<file path="config.mk">
export PLATFORM = sky130hd
export DESIGN_NAME = exec_ctrl_seq
export DESIGN_NICKNAME = d
export VERILOG_FILES = /design/src/rtl/exec_ctrl_pkg.sv /design/src/rtl/mc_latency_cnt.sv /design/src/rtl/exec_ctrl_seq.sv
export SDC_FILE = /design/constraint.sdc
export NUM_CORES = 1
export LEC_CHECK = 0
export ABC_AREA = 1
export ABC_CLOCK_PERIOD_IN_PS = 2800
export CAP_MARGIN = 15
export CORE_MARGIN = 10
export CORE_UTILIZATION = 40
export DETAILED_ROUTE_END_ITERATION = 12
export GPL_TIMING_DRIVEN = 0
export PLACE_DENSITY = 0.66
export SYNTH_ARGS = -nofsm -noshare
export SYNTH_HDL_FRONTEND = slang
export SYNTH_SLANG_ARGS = --single-unit
</file>
<file path="constraint.sdc">
create_clock -name i_clk -period 2.8 [get_ports i_clk]
set_clock_uncertainty 0.1 [all_clocks]
set_input_delay 0.7 -clock i_clk [delete_from_list [all_inputs] [get_ports i_clk]]
set_output_delay 0.7 -clock i_clk [all_outputs]
set_load 0.05 [all_outputs]
</file>
<file path="src/rtl/exec_ctrl_pkg.sv">
// Shared decode tables for the execute control stage: bit indices, control bundle and
// the combinational decode function.
package exec_ctrl_pkg;

  localparam int unsigned TYPE_W_C = 12;
  localparam int unsigned CODE_W_C = 56;

  localparam int unsigned TYPE_I = 0, TYPE_R = 1, TYPE_RW = 2, TYPE_IW = 3, TYPE_LOAD = 4,
                          TYPE_STORE = 5, TYPE_BRANCH = 6, TYPE_LUI = 7, TYPE_AUIPC = 8,
                          TYPE_JAL = 9, TYPE_JALR = 10, TYPE_SYS = 11;

  localparam int unsigned CODE_ADD = 0, CODE_SUB = 1, CODE_SLL = 2, CODE_SLT = 3,
                          CODE_SLTU = 4, CODE_XOR = 5, CODE_SRL = 6, CODE_SRA = 7,
                          CODE_OR = 8, CODE_AND = 9, CODE_MUL = 10, CODE_MULH = 11,
                          CODE_DIV = 12, CODE_REM = 13, CODE_ADDW = 14, CODE_SUBW = 15,
                          CODE_SLLW = 16, CODE_SRLW = 17, CODE_SRAW = 18, CODE_MULW = 19,
                          CODE_DIVW = 20, CODE_REMW = 21, CODE_ADDI = 22, CODE_SLTI = 23,
                          CODE_SLTIU = 24, CODE_XORI = 25, CODE_ORI = 26, CODE_ANDI = 27,
                          CODE_SLLI = 28, CODE_SRLI = 29, CODE_SRAI = 30, CODE_ADDIW = 31,
                          CODE_SLLIW = 32, CODE_SRLIW = 33, CODE_SRAIW = 34, CODE_LB = 35,
                          CODE_LH = 36, CODE_LW = 37, CODE_LD = 38, CODE_LBU = 39,
                          CODE_LHU = 40, CODE_LWU = 41, CODE_SB = 42, CODE_SH = 43,
                          CODE_SW = 44, CODE_SD = 45, CODE_BEQ = 46, CODE_BNE = 47,
                          CODE_BLT = 48, CODE_BGE = 49, CODE_BLTU = 50, CODE_BGEU = 51,
                          CODE_LUI = 52, CODE_AUIPC = 53, CODE_JAL = 54, CODE_JALR = 55;

  localparam logic [14:0] ALU_ADD  = 15'h0001, ALU_SUB  = 15'h0002, ALU_SLL  = 15'h0004,
                          ALU_SLT  = 15'h0008, ALU_SLTU = 15'h0010, ALU_XOR  = 15'h0020,
                          ALU_SRL  = 15'h0040, ALU_SRA  = 15'h0080, ALU_MUL  = 15'h0100,
                          ALU_MULH = 15'h0200, ALU_DIV  = 15'h0400, ALU_REM  = 15'h0800,
                          ALU_OR   = 15'h1000, ALU_AND  = 15'h2000, ALU_PASS = 15'h4000;

  localparam logic [3:0] X1_RS1 = 4'b0001, X1_SEXT = 4'b0010, X1_PC = 4'b0100,
                         X1_ZERO = 4'b1000;

  localparam logic [5:0] X2_RS2 = 6'b000001, X2_RS2_6 = 6'b000010, X2_RS2_5 = 6'b000100,
                         X2_SEXT = 6'b001000, X2_IMM = 6'b010000, X2_FOUR = 6'b100000;

  typedef enum logic [1:0] {StIdle, StMcWait, StHold} state_e;

  typedef struct packed {
    logic        rd_write;
    logic        r1_read;
    logic        r2_read;
    logic        is_32bit;
    logic [14:0] alu_op;
    logic [3:0]  x1_src;
    logic [5:0]  x2_src;
    logic        illegal;
  } ctrl_bundle_t;

  function automatic ctrl_bundle_t decode_ctrl(input logic [TYPE_W_C-1:0] itype,
                                               input logic [CODE_W_C-1:0] icode,
                                               input logic en_muldiv);
    ctrl_bundle_t c;
    int unsigned  idx;
    logic         is_m;
    c   = '0;
    idx = 0;
    for (int unsigned i = 0; i < CODE_W_C; i++) begin
      if (icode[i]) idx = i;
    end
    is_m = icode[CODE_MUL] | icode[CODE_MULH] | icode[CODE_DIV] | icode[CODE_REM] |
           icode[CODE_MULW] | icode[CODE_DIVW] | icode[CODE_REMW];

    c.rd_write = itype[TYPE_I] | itype[TYPE_R] | itype[TYPE_RW] | itype[TYPE_IW] |
                 itype[TYPE_LOAD] | itype[TYPE_LUI] | itype[TYPE_AUIPC] | itype[TYPE_JAL] |
                 itype[TYPE_JALR];
    c.r1_read  = itype[TYPE_I] | itype[TYPE_R] | itype[TYPE_RW] | itype[TYPE_IW] |
                 itype[TYPE_LOAD] | itype[TYPE_STORE] | itype[TYPE_BRANCH] | itype[TYPE_JALR];
    c.r2_read  = itype[TYPE_R] | itype[TYPE_RW] | itype[TYPE_STORE] | itype[TYPE_BRANCH];

    // Operand routing is a property of the instruction class.
    c.x1_src = X1_RS1;
    c.x2_src = X2_RS2;
    if (itype[TYPE_I] | itype[TYPE_IW] | itype[TYPE_LOAD] | itype[TYPE_STORE] |
        itype[TYPE_LUI] | itype[TYPE_AUIPC]) c.x2_src = X2_IMM;
    if (itype[TYPE_JAL] | itype[TYPE_JALR]) begin
      c.x1_src = X1_PC;
      c.x2_src = X2_FOUR;
    end
    if (itype[TYPE_AUIPC]) c.x1_src = X1_PC;
    if (itype[TYPE_LUI])   c.x1_src = X1_ZERO;
    if (itype[TYPE_RW] | itype[TYPE_IW]) begin
      c.x1_src   = X1_SEXT;
      c.is_32bit = 1'b1;
    end
    if (itype[TYPE_RW]) c.x2_src = X2_SEXT;

    case (idx)
      CODE_ADD, CODE_ADDW, CODE_ADDI, CODE_ADDIW, CODE_LB, CODE_LH, CODE_LW, CODE_LD,
      CODE_LBU, CODE_LHU, CODE_LWU, CODE_SB, CODE_SH, CODE_SW, CODE_SD, CODE_AUIPC,
      CODE_JAL, CODE_JALR:                               c.alu_op = ALU_ADD;
      CODE_SUB, CODE_SUBW, CODE_BEQ, CODE_BNE:           c.alu_op = ALU_SUB;
      CODE_SLL, CODE_SLLW, CODE_SLLI, CODE_SLLIW:        c.alu_op = ALU_SLL;
      CODE_SLT, CODE_SLTI, CODE_BLT, CODE_BGE:           c.alu_op = ALU_SLT;
      CODE_SLTU, CODE_SLTIU, CODE_BLTU, CODE_BGEU:       c.alu_op = ALU_SLTU;
      CODE_XOR, CODE_XORI:                               c.alu_op = ALU_XOR;
      CODE_SRL, CODE_SRLW, CODE_SRLI, CODE_SRLIW:        c.alu_op = ALU_SRL;
      CODE_SRA, CODE_SRAW, CODE_SRAI, CODE_SRAIW:        c.alu_op = ALU_SRA;
      CODE_OR, CODE_ORI:                                 c.alu_op = ALU_OR;
      CODE_AND, CODE_ANDI:                               c.alu_op = ALU_AND;
      CODE_MUL, CODE_MULW:                               c.alu_op = ALU_MUL;
      CODE_MULH:                                         c.alu_op = ALU_MULH;
      CODE_DIV, CODE_DIVW:                               c.alu_op = ALU_DIV;
      CODE_REM, CODE_REMW:                               c.alu_op = ALU_REM;
      CODE_LUI:                                          c.alu_op = ALU_PASS;
      default:                                           c.alu_op = '0;
    endcase

    // Register-register shifts only use the low shamt bits of rs2.
    if ((c.alu_op & (ALU_SLL | ALU_SRL | ALU_SRA)) != '0) begin
      if (itype[TYPE_R])  c.x2_src = X2_RS2_6;
      if (itype[TYPE_RW]) c.x2_src = X2_RS2_5;
    end

    if (!$onehot(itype) || !$onehot(icode) || (is_m && !en_muldiv)) begin
      c         = '0;
      c.illegal = 1'b1;
    end
    return c;
  endfunction

endpackage

</file>
<file path="src/rtl/mc_latency_cnt.sv">
// Down-counter that times multi-cycle M-extension ops; done flags the last wait cycle.
module mc_latency_cnt
  import exec_ctrl_pkg::*;
#(
  parameter int unsigned CNT_W = 6
) (
  input  logic             i_clk,
  input  logic             i_rst_n,
  input  logic             i_clr,
  input  logic             i_load,
  input  logic [CNT_W-1:0] i_load_val,
  output logic             o_done
);

  logic [CNT_W-1:0] r_cnt;

  always_ff @(posedge i_clk or negedge i_rst_n) begin
    if (!i_rst_n) begin
      r_cnt <= '0;
    end else if (i_clr) begin
      r_cnt <= '0;
    end else if (i_load) begin
      r_cnt <= i_load_val;
    end else if (r_cnt != '0) begin
      r_cnt <= r_cnt - CNT_W'(1);
    end
  end

  assign o_done = (r_cnt == CNT_W'(1));

endmodule

</file>
<file path="src/rtl/exec_ctrl_seq.sv">
// Registered, handshaked execute-control stage: decodes one-hot type/code into a control
// bundle, holds it in one output register and stalls for multi-cycle mul/div ops.
module exec_ctrl_seq
  import exec_ctrl_pkg::*;
#(
  parameter int unsigned TYPE_W    = TYPE_W_C,
  parameter int unsigned CODE_W    = CODE_W_C,
  parameter int unsigned EN_MULDIV = 1,
  parameter int unsigned MUL_LAT   = 3,
  parameter int unsigned DIV_LAT   = 33
) (
  input  logic              i_clk,
  input  logic              i_rst_n,
  input  logic              i_flush,
  input  logic              i_in_valid,
  output logic              o_in_ready,
  input  logic [TYPE_W-1:0] i_instr_type,
  input  logic [CODE_W-1:0] i_instr_code,
  output logic              o_out_valid,
  input  logic              i_out_ready,
  output logic              o_rd_write,
  output logic              o_r1_read,
  output logic              o_r2_read,
  output logic              o_is_32bit,
  output logic [14:0]       o_alu_op,
  output logic [3:0]        o_alu_x1_src,
  output logic [5:0]        o_alu_x2_src,
  output logic              o_illegal,
  output logic              o_mc_busy
);

  localparam int unsigned MAX_LAT = (MUL_LAT > DIV_LAT) ? MUL_LAT : DIV_LAT;
  localparam int unsigned CNT_W   = $clog2(MAX_LAT + 1);
  localparam logic        MUL_MC  = (MUL_LAT > 1);
  localparam logic        DIV_MC  = (DIV_LAT > 1);
  localparam logic [CNT_W-1:0] MUL_LOAD = CNT_W'(MUL_LAT - 1);
  localparam logic [CNT_W-1:0] DIV_LOAD = CNT_W'(DIV_LAT - 1);

  state_e       r_state;
  logic         r_out_valid;
  logic         r_mc_busy;
  ctrl_bundle_t r_bundle;

  ctrl_bundle_t     w_dec;
  logic             w_accept;
  logic             w_is_mul;
  logic             w_is_div;
  logic             w_go_mc;
  logic             w_cnt_load;
  logic [CNT_W-1:0] w_load_val;
  logic             w_cnt_done;

  assign w_dec    = decode_ctrl(i_instr_type, i_instr_code, EN_MULDIV != 0);
  // Illegal ops never take the multi-cycle path, so gate the class on legality.
  assign w_is_mul = ~w_dec.illegal & (i_instr_code[CODE_MUL] | i_instr_code[CODE_MULH] |
                                      i_instr_code[CODE_MULW]);
  assign w_is_div = ~w_dec.illegal & (i_instr_code[CODE_DIV] | i_instr_code[CODE_REM] |
                                      i_instr_code[CODE_DIVW] | i_instr_code[CODE_REMW]);
  assign w_go_mc    = (w_is_mul & MUL_MC) | (w_is_div & DIV_MC);
  assign w_accept   = i_in_valid & o_in_ready;
  assign w_cnt_load = w_accept & w_go_mc;
  assign w_load_val = w_is_div ? DIV_LOAD : MUL_LOAD;

  always_comb begin
    o_in_ready = 1'b0;
    case (r_state)
      StIdle:  o_in_ready = ~i_flush;
      StHold:  o_in_ready = i_out_ready & ~i_flush;
      default: o_in_ready = 1'b0;
    endcase
  end

  mc_latency_cnt #(
    .CNT_W(CNT_W)
  ) u_cnt (
    .i_clk      (i_clk),
    .i_rst_n    (i_rst_n),
    .i_clr      (i_flush),
    .i_load     (w_cnt_load),
    .i_load_val (w_load_val),
    .o_done     (w_cnt_done)
  );

  always_ff @(posedge i_clk or negedge i_rst_n) begin
    if (!i_rst_n) begin
      r_state     <= StIdle;
      r_out_valid <= 1'b0;
      r_mc_busy   <= 1'b0;
      r_bundle    <= '0;
    end else if (i_flush) begin
      r_state     <= StIdle;
      r_out_valid <= 1'b0;
      r_mc_busy   <= 1'b0;
    end else begin
      case (r_state)
        StIdle, StHold: begin
          // In HOLD an accept implies out_ready, so the held bundle is consumed too.
          if (w_accept) begin
            r_bundle <= w_dec;
            if (w_go_mc) begin
              r_state     <= StMcWait;
              r_out_valid <= 1'b0;
              r_mc_busy   <= 1'b1;
            end else begin
              r_state     <= StHold;
              r_out_valid <= 1'b1;
              r_mc_busy   <= 1'b0;
            end
          end else if (r_state == StHold && i_out_ready) begin
            r_state     <= StIdle;
            r_out_valid <= 1'b0;
          end
        end
        StMcWait: begin
          if (w_cnt_done) begin
            r_state     <= StHold;
            r_out_valid <= 1'b1;
            r_mc_busy   <= 1'b0;
          end
        end
        default: begin
          r_state     <= StIdle;
          r_out_valid <= 1'b0;
          r_mc_busy   <= 1'b0;
        end
      endcase
    end
  end

  assign o_out_valid  = r_out_valid;
  assign o_mc_busy    = r_mc_busy;
  assign o_rd_write   = r_bundle.rd_write;
  assign o_r1_read    = r_bundle.r1_read;
  assign o_r2_read    = r_bundle.r2_read;
  assign o_is_32bit   = r_bundle.is_32bit;
  assign o_alu_op     = r_bundle.alu_op;
  assign o_alu_x1_src = r_bundle.x1_src;
  assign o_alu_x2_src = r_bundle.x2_src;
  assign o_illegal    = r_bundle.illegal;

endmodule

</file>
# Word-level counts from Yosys, hierarchy flattened
# Memories as Yosys holds them, arrays and structs flattened.
# Index checks and enable logic that the tools add are counted.
[classes] n_addsub=67 multipliers=0 n_div=0 magnitude_cmp=0 n_eq_ne=8 n_shift=0 mux=89 bitwise=34 n_reduce_logical=13
[ops] cell="two-way mux 32 bit" count=49
[ops] cell="adder 1 x 1 -> 2 bit" count=34
[ops] cell="adder 2 x 2 -> 3 bit" count=17
[ops] cell="two-way mux 6 bit" count=8
[ops] cell="adder 3 x 3 -> 4 bit" count=8
[ops] cell="two-way mux 30 bit" count=1
[ops] cell="OR 1 bit" count=27
[ops] cell="zero test 26 bit" count=1
[ops] cell="adder 4 x 4 -> 5 bit" count=3
[ops] cell="two-way mux 15 bit" count=1
[ops] cell="nonzero test 15 bit" count=1
[ops] cell="two-way mux 2 bit" count=7
[ops] cell="== test 6 x 1 -> 1 bit, second input constant" count=2
[ops] cell="two-way mux 4 bit" count=3
[ops] cell="two-way mux 1 bit" count=11
[ops] cell="two-way mux 3 bit" count=3
[ops] cell="two-way mux 9 bit" count=1
[ops] cell="adder 5 x 4 -> 6 bit" count=1
[ops] cell="adder 5 x 5 -> 6 bit" count=1
[ops] cell="adder 6 bit" count=1
[ops] cell="one-hot mux 1 bit (2 select lines)" count=3
[ops] cell="nonzero test 6 bit" count=1
[ops] cell="subtractor 6 x 1 -> 6 bit, second input constant" count=1
[ops] cell="bitwise AND 1 bit" count=5
[ops] cell="18 further kinds" count=21
[word_totals] register_bits=40 latch_bits=0 ramBits=0 romBits=960 input_bits=73 out_inout_bits=33 word_cells=224 n_memories=1
[mem_list] memory="(name not given)" depth=64 width=15 read_ports=1 rd_clocked_by_memory_dff=0 write_ports=0 line="exec_ctrl_pkg.sv:90" source="case (idx)"

# Longest topological paths before layout
# Gate-level depths: netlist of run 1.
[logic_depth] word_depth=67 ltp_mapped=62 depth_no_buf=62

# Cells and area by module
# A second synthesis of run 1 with hierarchy kept.
[hier_totals] hier_cells=635 hier_area_um2=4649.5
[by_module_without_submodules] mod="exec_ctrl_seq" n_inst=1 cells_each=573 area_per_inst_um2=4185.3 seq_area_each_um2=800.8
[by_module_without_submodules] mod="mc_latency_cnt" n_inst=1 cells_each=62 area_per_inst_um2=464.2 seq_area_each_um2=150.1

# Worst setup path after synthesis of run 1
# No wires, ideal clock.
[synth_timing] kind="input to register" from="in i_instr_code[29]" to="reg r_bundle (netlist bit o_alu_op[8])" setup_ns=0.067 arrival_ns=7.159 t_required_ns=2.633 slack_ns=-4.526 stages=28 path_buffers=0 path_cell_list="fa_1 -> inv_1 -> fa_1 -> inv_1 -> fa_1 -> inv_1 -> fa_1 -> inv_1 -> fa_1 -> fa_1 -> inv_1 -> fa_1 -> fa_1 -> inv_1 -> ha_1 -> inv_1 -> fa_1 -> nand3_1 -> a2111oi_0 -> nand3_1 -> a21oi_1 -> o211ai_1 -> nor2_1 -> inv_1 -> nor2_1 -> inv_1 -> a21oi_1 -> a22o_1"
[synth_between] elab_chain_cells=30 elab_cells_between_ends=40 cone_classes="add/sub (6); eq/ne (1); mux (29); reduce/logical (3); memory (1)"
[synth_rtl] item="start, declared" line="exec_ctrl_seq.sv:18" source="input logic [CODE_W-1:0] i_instr_code,"
[synth_rtl] item="two-way mux 32 bit (27 in series)" line="exec_ctrl_pkg.sv:61" source="if (icode[i]) idx = i;"
[synth_rtl] item="memory (64 x 15 bit) or zero test 26 bit (tied branches)"
[synth_rtl] item="two-way mux 15 bit" line="exec_ctrl_pkg.sv:90"
[synth_rtl] item="two-way mux 30 bit (*)" line="exec_ctrl_pkg.sv:117" source="if (!$onehot(itype) || !$onehot(icode) || (is_m && !en_muldiv)) begin"
[synth_rtl] item="end signal, assigned" line="exec_ctrl_seq.sv:99" source="r_bundle <= w_dec;"
[synth_rtl] item="end, declared" line="exec_ctrl_seq.sv:42" source="ctrl_bundle_t r_bundle;"
# Every way passes the cells marked *; elsewhere a longest branch is shown, timed or not.
# A chain may end at the register's enable or synchronous reset.

# Final worst setup path of run 1
[layout_timing] from="in i_instr_code[51]" to="reg u_cnt.r_cnt[1]"
[layout_between] elab_chain_cells=15 elab_cells_between_ends=18 cone_classes="add/sub (5); eq/ne (1); mux (4); bitwise (5); reduce/logical (3)"
[layout_rtl] item="adder 1 x 1 -> 2 bit (not written as such) (*)" line="exec_ctrl_pkg.sv:117"
[layout_rtl] item="adder 2 x 2 -> 3 bit (not written as such) (*)" line="exec_ctrl_pkg.sv:117"
[layout_rtl] item="adder 3 x 3 -> 4 bit (not written as such) (*)" line="exec_ctrl_pkg.sv:117"
[layout_rtl] item="adder 5 x 4 -> 6 bit (not written as such) (*)" line="exec_ctrl_pkg.sv:117"
[layout_rtl] item="adder 6 bit (not written as such) (*)" line="exec_ctrl_pkg.sv:117"
[layout_rtl] item="== test 6 x 1 -> 1 bit (*)" line="exec_ctrl_pkg.sv:117"
[layout_rtl] item="zero test 1 bit (*)" line="exec_ctrl_pkg.sv:117"
[layout_rtl] item="logical OR 1 bit (*)" line="exec_ctrl_pkg.sv:117"
[layout_rtl] item="two-way mux 30 bit (*)" line="exec_ctrl_pkg.sv:117"
[layout_rtl] item="NOT 1 bit (*)" line="exec_ctrl_seq.sv:55, exec_ctrl_seq.sv:57"
[layout_rtl] item="bitwise AND 1 bit (on tied branches)" line="exec_ctrl_seq.sv:55, exec_ctrl_seq.sv:57"
[layout_rtl] item="OR 1 bit" line="exec_ctrl_seq.sv:59" source="assign w_go_mc = (w_is_mul & MUL_MC) | (w_is_div & DIV_MC);"
[layout_rtl] item="bitwise AND 1 bit" line="exec_ctrl_seq.sv:61" source="assign w_cnt_load = w_accept & w_go_mc;"
[layout_rtl] item="two-way mux 6 bit" line="mc_latency_cnt.sv:22" source="end else if (i_load) begin"
[layout_rtl] item="two-way mux 6 bit" line="mc_latency_cnt.sv:20" source="end else if (i_clr) begin"
[layout_rtl] item="end signal, assigned" line="mc_latency_cnt.sv:23" source="r_cnt <= i_load_val;"
[layout_rtl] item="end signal, assigned" line="mc_latency_cnt.sv:25" source="r_cnt <= r_cnt - CNT_W'(1);"
[layout_rtl] item="end, declared" line="mc_latency_cnt.sv:15" source="logic [CNT_W-1:0] r_cnt;"
# Marks and branches as above.

==> impl_metrics.toml, run 1 <==
[cts]
cts-root-buf = "clkbuf_16"
ctsLongestPathBuffers = 2
cts.sinks = 38
htreeDepth = 2
clk_latency_ns = 0.28
clk_pin_slew_worst_paths_ns = 0.06
cts_inserted_buffers = 5
cts_tree = "done"

[pwr]
switching_share_pct = 49.49
clkPwrFrac_pct = 9.0
p_total_mw = 6.398
ir_worst_vdd_uv = 1634
switchingPower_mw = 3.167
power_density_nw_per_um2 = 1057
pwr-share-comb_pct = 80.9
p_int_mw = 3.232
p_leak_nw = 3.132
p_seq_share_pct = 10.0

[die]
initial_core_util_pct = 41.05
rows = 38
die_y_um = 125.9
die_w_um = 125.9
dieArea_um2 = 15860
coreArea_um2 = 10940
ios = 106

[timing]
finalWorstSetupSlack_ns = -4.280
finalHoldViolations = 0
whs_ns = 0.3864
fmax_ghz = 0.1412
setup_viol = 38
maxSlewHeadroom_pct = 43.90
fin_crit_sh_pct = 252.9
finalCriticalPeriod_ns = 7.080
worstMarginPinSlew_ns = 0.8416
rsz0062_at_grt = "true"
drv_slew = 0
tns_ns = -159.02

[worst_setup_path]
worstSetupPathType = "input pin to register"
required_ns = 2.87
critPathMaxFanout = 10
critPathLaunchType = "input pin"
cp-end-kind = "register"
arrival_ns = 7.15

[synth]
synth.avg_cell_area_um2 = 7.335
ys_types = 39
ys.flop_type = "dfrtp_1"
seq_area_frac_synth_pct = 21.18
synth-edff-count = 0
synth_cells = 612
yosys_warnings = 0
synth_area_um2 = 4489
syn-num-nets = 760
ys_ff_latch = 38
async_reset_ff_share_pct = 100.0

[status]
failed_checks = "negative setup slack"
status = "finished, violations left"

[final_layout]
fillers = 1081
final_area_um2 = 6056
layout_commonest_cell = "nand2_1"
final_nets = 882
fin_util_pct = 55.38
area_growth_pct = 34.89
final_cell_mix = "nand2_1, inv_1, clkdlybuf4s50_1"
drive_above_1_share_pct = 11.84

[placement]
routabilityCongestion = 0.9344
place_area_um2 = 5742
port_buffers = 105
dp_hpwl_um = 11130

[global_routing]
grt_max_degree = 39
grt_pass1_wl_um = 22010
track_usage_pct = 16.46
antenna_found_initial = 1
grt_remaining_overflow = 0
grt_pass1_vias = 4502

[routing]
drt_wl_total_um = 13020
drt-initial-drc-count = 307
drt-pass1-iter-count = 4
drtAntennaViolNets = 0
drcViolationCount = 0
vias = 4261
routed_via_density = 4.864
wl_per_cell_um = 14.86

[job]
drv_cap = 0

[worst_hold_path]
min_path_type = "register to register"
==> layer usage <==
metal	GRT usage (%)	vias up	part of all wire [%]
li1	-	2121	-
met1	19.40	2025	42
met2	29.50	90	52
met3	2.685	25	4.1
met4	5.626	0	2.4
met5	0	-	0
==> synth_stat cells (5+ instances only) <==
cell type / count / area [um2]
nand2_1: 153 / 574.3
a32o_1: 6 / 60.06
nand4_1: 10 / 62.56
nor2_1: 57 / 214.0
clkbuf_1: 6 / 22.52
dfrtp_1: 38 / 950.9
inv_1: 152 / 570.6
inv_2: 5 / 18.77
ha_1: 22 / 275.3
o21ai_0: 18 / 90.09
fa_1: 53 / 1061
nor3_1: 11 / 55.05
a21oi_1: 12 / 60.06
nand3_1: 23 / 115.1
==> power groups by stage <==
stage / Sequential [mW] / Combinational [mW] / Clock [mW]
floorplan: 0.729 / 3.73 / 0
global placement: 0.649 / 4.75 / 0
detailed placement: 0.651 / 4.94 / 0
CTS: 0.641 / 5.24 / 0.588
global route: 0.647 / 6.09 / 0.617
finish: 0.642 / 5.18 / 0.578
==> through the flow <==
stage          instances  setup WS, ns
2_1_floorplan        612        -4.213
4_1_cts              873        -4.535
3_3_place_gp         857        -5.348
5_1_grt              876        -4.599
6_report             876        -4.280
3_5_place_dp         857        -5.484
==> sequential cells by signal, indices dropped and copies added, names as in the netlist <==
| name | cells |
|---|---|
| o_alu_op | 15 |
| o_alu_x2_src | 6 |
| u_cnt.r_cnt | 6 |
| o_alu_x1_src | 4 |
| r_state | 2 |
| o_illegal | 1 |
| o_mc_busy | 1 |
| o_r1_read | 1 |
| o_r2_read | 1 |
| o_rd_write | 1 |
==> worst max-delay path, cell delays in order <==
cell	delay, ns
buf_6	0.10
fa_1	0.55
inv_2	0.05
fa_1	0.55
fa_1	0.45
fa_1	0.47
fa_1	0.52
inv_1	0.05
fa_1	0.50
inv_1	0.05
fa_1	0.50
fa_1	0.43
inv_2	0.08
ha_4	0.13
inv_2	0.03
fa_1	0.48
nand3_2	0.10
a2111oi_4	0.21
nand3_1	0.11
a21oi_1	0.13
o211ai_1	0.22
nor2_4	0.26
inv_4	0.10
buf_8	0.16
o21ai_1	0.13
o22ai_1	0.09
==> kinds of logic (layout without fill, tap and decap cells) <==
group | count (synthesis) | count (layout) | synth area share (%)
xor gates and xnor gates | 4 | 4 | 0.7805
buffers and inverters | 164 | 287 | 13.80
adders and majority gates | 75 | 75 | 29.77
muxes | 1 | 1 | 0.2230
DFF | 38 | 38 | 21.18
AOI/OAI and AO/OA | 65 | 65 | 9.671
other | 0 | 1 | 0
and+or+nand+nor | 265 | 265 | 24.58
==> what timing repair did <==
action	4_1_cts	5_1_grt
hold buffers	0	0
setup buffers	8	2
setup endpoints to repair	39	38
pin swaps	37	27
gates resized for setup	121	28
==> final timing paths <==
check                                 start         endpoint  slack (ns)  depth (start not counted)
max in group asynchronous           i_rst_n  o_alu_x2_src[0]        1.65                          1
hold / removal                    o_mc_busy        o_mc_busy        0.39                          2
setup / recovery           i_instr_code[51]   u_cnt.r_cnt[1]       -4.28                         26
setup reg to reg                 r_state[1]      o_alu_op[9]        0.66                          8
min in group asynchronous           i_rst_n     o_alu_op[11]        0.42                          1
hold reg to reg                   o_mc_busy        o_mc_busy        0.39                          2
==> cell type report <==
cell class	instances	area (um2)	share of cell area [%]
Buffer	7	41.29	0.6818
Clock inverter	2	12.51	0.2066
Inverter	157	591.8	9.773
Tap cell	140	175.2	2.893
Clock buffer	6	138.9	2.293
Antenna cell	1	2.502	0.04132
Sequential cell	38	950.9	15.70
Multi-Input combinational cell	410	3053	50.41
Timing Repair Buffer	115	1090	18.00
No activity file was read; power rests on OpenSTA's default activity.
==> run 2: changes to the inputs <==
Settings changed: CORE_ASPECT_RATIO from default to 1.4, CORE_UTILIZATION 40 to 52, PLACE_DENSITY 0.66 to 0.83.
==> impl_metrics.toml, run 2 (synthesis gave the netlist of run 1 again) <==
[status]
status = "finished, violations left"
failed_checks = "negative setup slack"

[worst_setup_path]
cp_common_cell = "fa_1"
worstSetupPathType = "input pin to register"
critPathLaunchType = "input pin"
critPathSlowestCell = "fa_2"
arrival_ns = 7.28
critPathMaxFanout = 5
required_ns = 2.91
cp-end-kind = "register"
worst_path_largest_cell_delay_ns = 0.56

[cts]
cts_tree = "done"
clk_pin_slew_worst_paths_ns = 0.06
ctsLongestPathBuffers = 2
cts-root-buf = "clkbuf_16"
cts_inserted_buffers = 5
htreeDepth = 2
clk_latency_ns = 0.28
cts.sinks = 38
ctsHoldBuffers = 0

[final_layout]
final_cell_mix = "nand2_1, inv_1, clkdlybuf4s50_1"
drive_above_1_share_pct = 13.74
final_nets = 882
layout_commonest_cell = "nand2_1"
area_growth_pct = 35.70
fin_cells = 840
fillers = 680
largest_reg_flops = 15
diodes = 0
final_area_um2 = 6092

[routing]
drt-pass1-iter-count = 4
routed_via_density = 5.352
wl_per_cell_um = 15.88
drt-initial-drc-count = 228
drcViolationCount = 0
vias = 4496
drtAntennaViolNets = 0
drt_wl_total_um = 13340

[timing]
fin_crit_sh_pct = 256.0
drv_slew = 0
fmax_ghz = 0.1395
whs_ns = 0.3771
rsz0062_at_grt = "true"
finalWorstSetupSlack_ns = -4.369
finalCriticalPeriod_ns = 7.169
finalHoldViolations = 0
worstMarginPinSlew_ns = 0.8410
setup_viol = 38
maxSlewHeadroom_pct = 43.94
tns_ns = -160.25

[job]
drv_cap = 0

[global_routing]
track_usage_pct = 20.95
grt_max_degree = 39
grt_pass1_vias = 4711
antenna_found_initial = 0
grt_pass1_wl_um = 22070
grt_remaining_overflow = 0

[die]
ios = 106
initial_core_util_pct = 52.76
die_w_um = 98.53
dieArea_um2 = 12800
rows = 40
die_y_um = 129.9
coreArea_um2 = 8508

[pwr]
p_total_mw = 6.888
ir_worst_vdd_uv = 1593
p_leak_nw = 3.173
power_density_nw_per_um2 = 1131

[placement]
place_inst = 822
routabilityCongestion = 0.8993
place_area_um2 = 5698
dp_hpwl_um = 11320
port_buffers = 105

[worst_hold_path]
min_path_type = "register to register"
-- run 2: cell count changes in the layout (fill, tap and decap cells not counted), moves of 2 or more --
cell	delta
o21ai_2	+7
o21ai_1	-6
bufinv_16	+2
clkbuf_2	+2
dlygate4sd2_1	-2
nor2_2	+2
-- run 2: final timing paths --
path | start | to | slack, ns | depth (start not counted)
max | i_instr_code[35] | u_cnt.r_cnt[1] | -4.37 | 27
min | o_alu_x2_src[4] | o_alu_x2_src[4] | 0.38 | 2
max reg2reg | r_state[1] | o_alu_op[9] | 0.63 | 8
min reg2reg | o_alu_x2_src[4] | o_alu_x2_src[4] | 0.38 | 2
max in group asynchronous | i_rst_n | o_alu_x1_src[1] | 1.65 | 1
min in group asynchronous | i_rst_n | o_alu_op[13] | 0.42 | 1
-- run 2: worst max-delay path, delay by kind of cell --
kind            cells  cell delay (ns)
fa+ha+maj          10             4.58
simple gates        6             0.77
buf+inv             7             0.61
compound gates      4             0.61
-- run 2: metrics by stage --
stage	setup WS (ns)	utilization [%]
2_1_floorplan	-4.213	-
3_3_place_gp	-5.183	67.03
3_5_place_dp	-5.350	66.97
4_1_cts	-4.449	70.16
5_1_grt	-4.604	71.60
6_report	-4.369	71.60
-- run 2: power by group --
group	switching [mW]	internal, mW	total (mW)
clock network	0.228	0.535	0.763
logic	3.14	2.34	5.48
registers	0.0401	0.602	0.642
-- run 2: final cells by class --
class / count / area [um2] / area share [%]
plain buffers: 7 / 41.29 / 0.6778
well taps: 105 / 131.4 / 2.157
flip-flops and latches: 38 / 950.9 / 15.61
clock inverters: 2 / 60.06 / 0.9858
multi-input cells: 410 / 3094 / 50.79
clock buffers: 6 / 138.9 / 2.280
inverters: 157 / 594.3 / 9.756
repair buffers: 115 / 1081 / 17.74
-- run 2: layer usage --
layer	share of wire, %	track usage (%)	wire (um)
met1	34	20.39	4566
met2	55	40.16	7300
met3	6.4	4.868	855
met4	4.6	10.48	620
met5	0	0	0
-- run 2: repair_timing --
item / CTS / global route
endpoints found under the setup margin: 39 / 38
endpoints found under the hold margin: 0 / 0
pin swaps: 34 / 33
gates resized for setup: 115 / 48
buffers inserted: 6 / 4
==> run 3: changes to the inputs <==
Settings changed: ABC_CLOCK_PERIOD_IN_PS 2800 to 7150, TNS_END_PERCENT from default to 5.
Clock period 2.8 ns to 7.15 ns, I/O delays scaled along.
==> impl_metrics.toml, run 3 (synthesis gave the netlist of run 1 again) <==
[worst_setup_path]
arrival_ns = 8.49
reg2regPathDepth = 8
cp-end-kind = "register"
startpoint = "i_instr_code[9]"
r2r_slack_ns = 4.98
rr_endpoint = "o_alu_op[9]"
cp-endpoint = "r_state[1]"
required_ns = 7.21
critPathMaxFanout = 3
critPathLaunchType = "input pin"
worstSetupPathType = "input pin to register"
r2r_start = "r_state[1]"

[global_routing]
antenna_found_initial = 0
track_usage_pct = 21.36
grt_remaining_overflow = 0
grt_pass1_vias = 4771
grt_max_degree = 39
grt_pass1_wl_um = 22430

[timing]
finalWorstSetupSlack_ns = -1.282
tns_ns = -43.71
finalCriticalPeriod_ns = 8.432
worstMarginPinSlew_ns = 0.8535
finalHoldViolations = 0
setup_viol = 38
whs_ns = 0.3878
rsz0062_at_grt = "true"
maxSlewHeadroom_pct = 43.10
fin_crit_sh_pct = 117.9
fmax_ghz = 0.1186
drv_slew = 0

[cts]
ctsHoldBuffers = 0
ctsLongestPathBuffers = 2
cts-root-buf = "clkbuf_16"
cts_tree = "done"
clk_pin_slew_worst_paths_ns = 0.06
cts.sinks = 38
htreeDepth = 2
clk_latency_ns = 0.28
cts_inserted_buffers = 5

[worst_hold_path]
min_path_type = "register to register"

[routing]
drtAntennaViolNets = 0
drt-initial-drc-count = 217
drcViolationCount = 0
vias = 4493
drt-pass1-iter-count = 5
wl_per_cell_um = 16.44
routed_via_density = 5.368
drt_wl_total_um = 13760

[die]
rows = 40
coreArea_um2 = 8508
die_w_um = 98.53
initial_core_util_pct = 52.76
ios = 106
dieArea_um2 = 12800
die_y_um = 129.9

[final_layout]
final_area_um2 = 5927
drive_above_1_share_pct = 10.52
fillers = 702
layout_commonest_cell = "nand2_1"
area_growth_pct = 32.02
diodes = 0
fin_cells = 837
final_nets = 879
fin_util_pct = 69.66
final_cell_mix = "nand2_1, inv_1, clkdlybuf4s50_1"
largest_reg_flops = 15

[job]
drv_cap = 0

[placement]
dp_hpwl_um = 11330
dp_worst_setup_slack_ns = -2.074
place_area_um2 = 5693
port_buffers = 105
place_inst = 822
routabilityCongestion = 0.9182

[pwr]
p_total_mw = 2.647
power_density_nw_per_um2 = 446.6
p_leak_nw = 3.138
ir_worst_vdd_uv = 453.4

[status]
failed_checks = "negative setup slack"
status = "finished, violations left"
run 3: what timing repair did:
| action | CTS | global route |
|---|---|---|
| pin swaps | 8 | 31 |
| endpoints found under the setup margin | 38 | 38 |
| gates resized for setup | 41 | 60 |
| setup buffers | 6 | 1 |
run 3: worst min-delay path by stage:
stage                                from               to  slack [ns]  cells past startpoint
after floorplan                r_state[0]        o_mc_busy        0.44                      3
after global placement        o_alu_op[1]      o_alu_op[1]        0.36                      2
after detailed placement  o_alu_x2_src[2]  o_alu_x2_src[2]        0.37                      2
after CTS                       o_mc_busy        o_mc_busy        0.38                      2
after global routing          o_alu_op[7]      o_alu_op[7]        0.41                      2
final                           o_r2_read        o_r2_read        0.39                      2
run 3: area by class of cell:
| type | count | area (um2) | share of cell area, % |
|---|---|---|---|
| timing repair buffer | 112 | 1021 | 17.23 |
| inverter | 157 | 589.3 | 9.943 |
| multi-input combinational | 410 | 3028 | 51.09 |
| sequential | 38 | 950.9 | 16.04 |
| buffer | 7 | 40.04 | 0.6755 |
| tap | 105 | 131.4 | 2.217 |
| clock buffer | 8 | 166.4 | 2.808 |
run 3: power by group:
group	total [mW]	leakage (nW)	internal [mW]	switching (mW)
clock	0.242	0.0832	0.158	0.0842
sequential	0.252	0.521	0.236	0.0160
combinational	2.15	2.53	0.912	1.24
run 3: per-layer routing:
metal	routed length, um	global-route usage [%]	vias to the layer above	part of all wire (%)
met4	487	8.707	0	3.5
met2	7601	41.86	171	55
li1	-	-	2118	-
met1	4824	21.26	2164	35
met3	849	4.180	40	6.2
met5	0	0	-	0
run 3: critical path, cell delays in order:
cell and delay, ns:
dlygate4sd2_1 0.29, fa_1 0.52, fa_1 0.46, fa_1 0.50, fa_1 0.57, fa_1 0.45, fa_1 0.54, inv_2 0.04
fa_1 0.50, fa_1 0.48, inv_1 0.07, ha_2 0.18, inv_2 0.04, fa_1 0.50, nand3_2 0.10, a2111oi_4 0.28
nand3_1 0.15, a21oi_2 0.13, o211ai_1 0.17, buf_4 0.19, buf_4 0.13, a21oi_4 0.16, a2bb2oi_2 0.17, o31ai_2 0.09
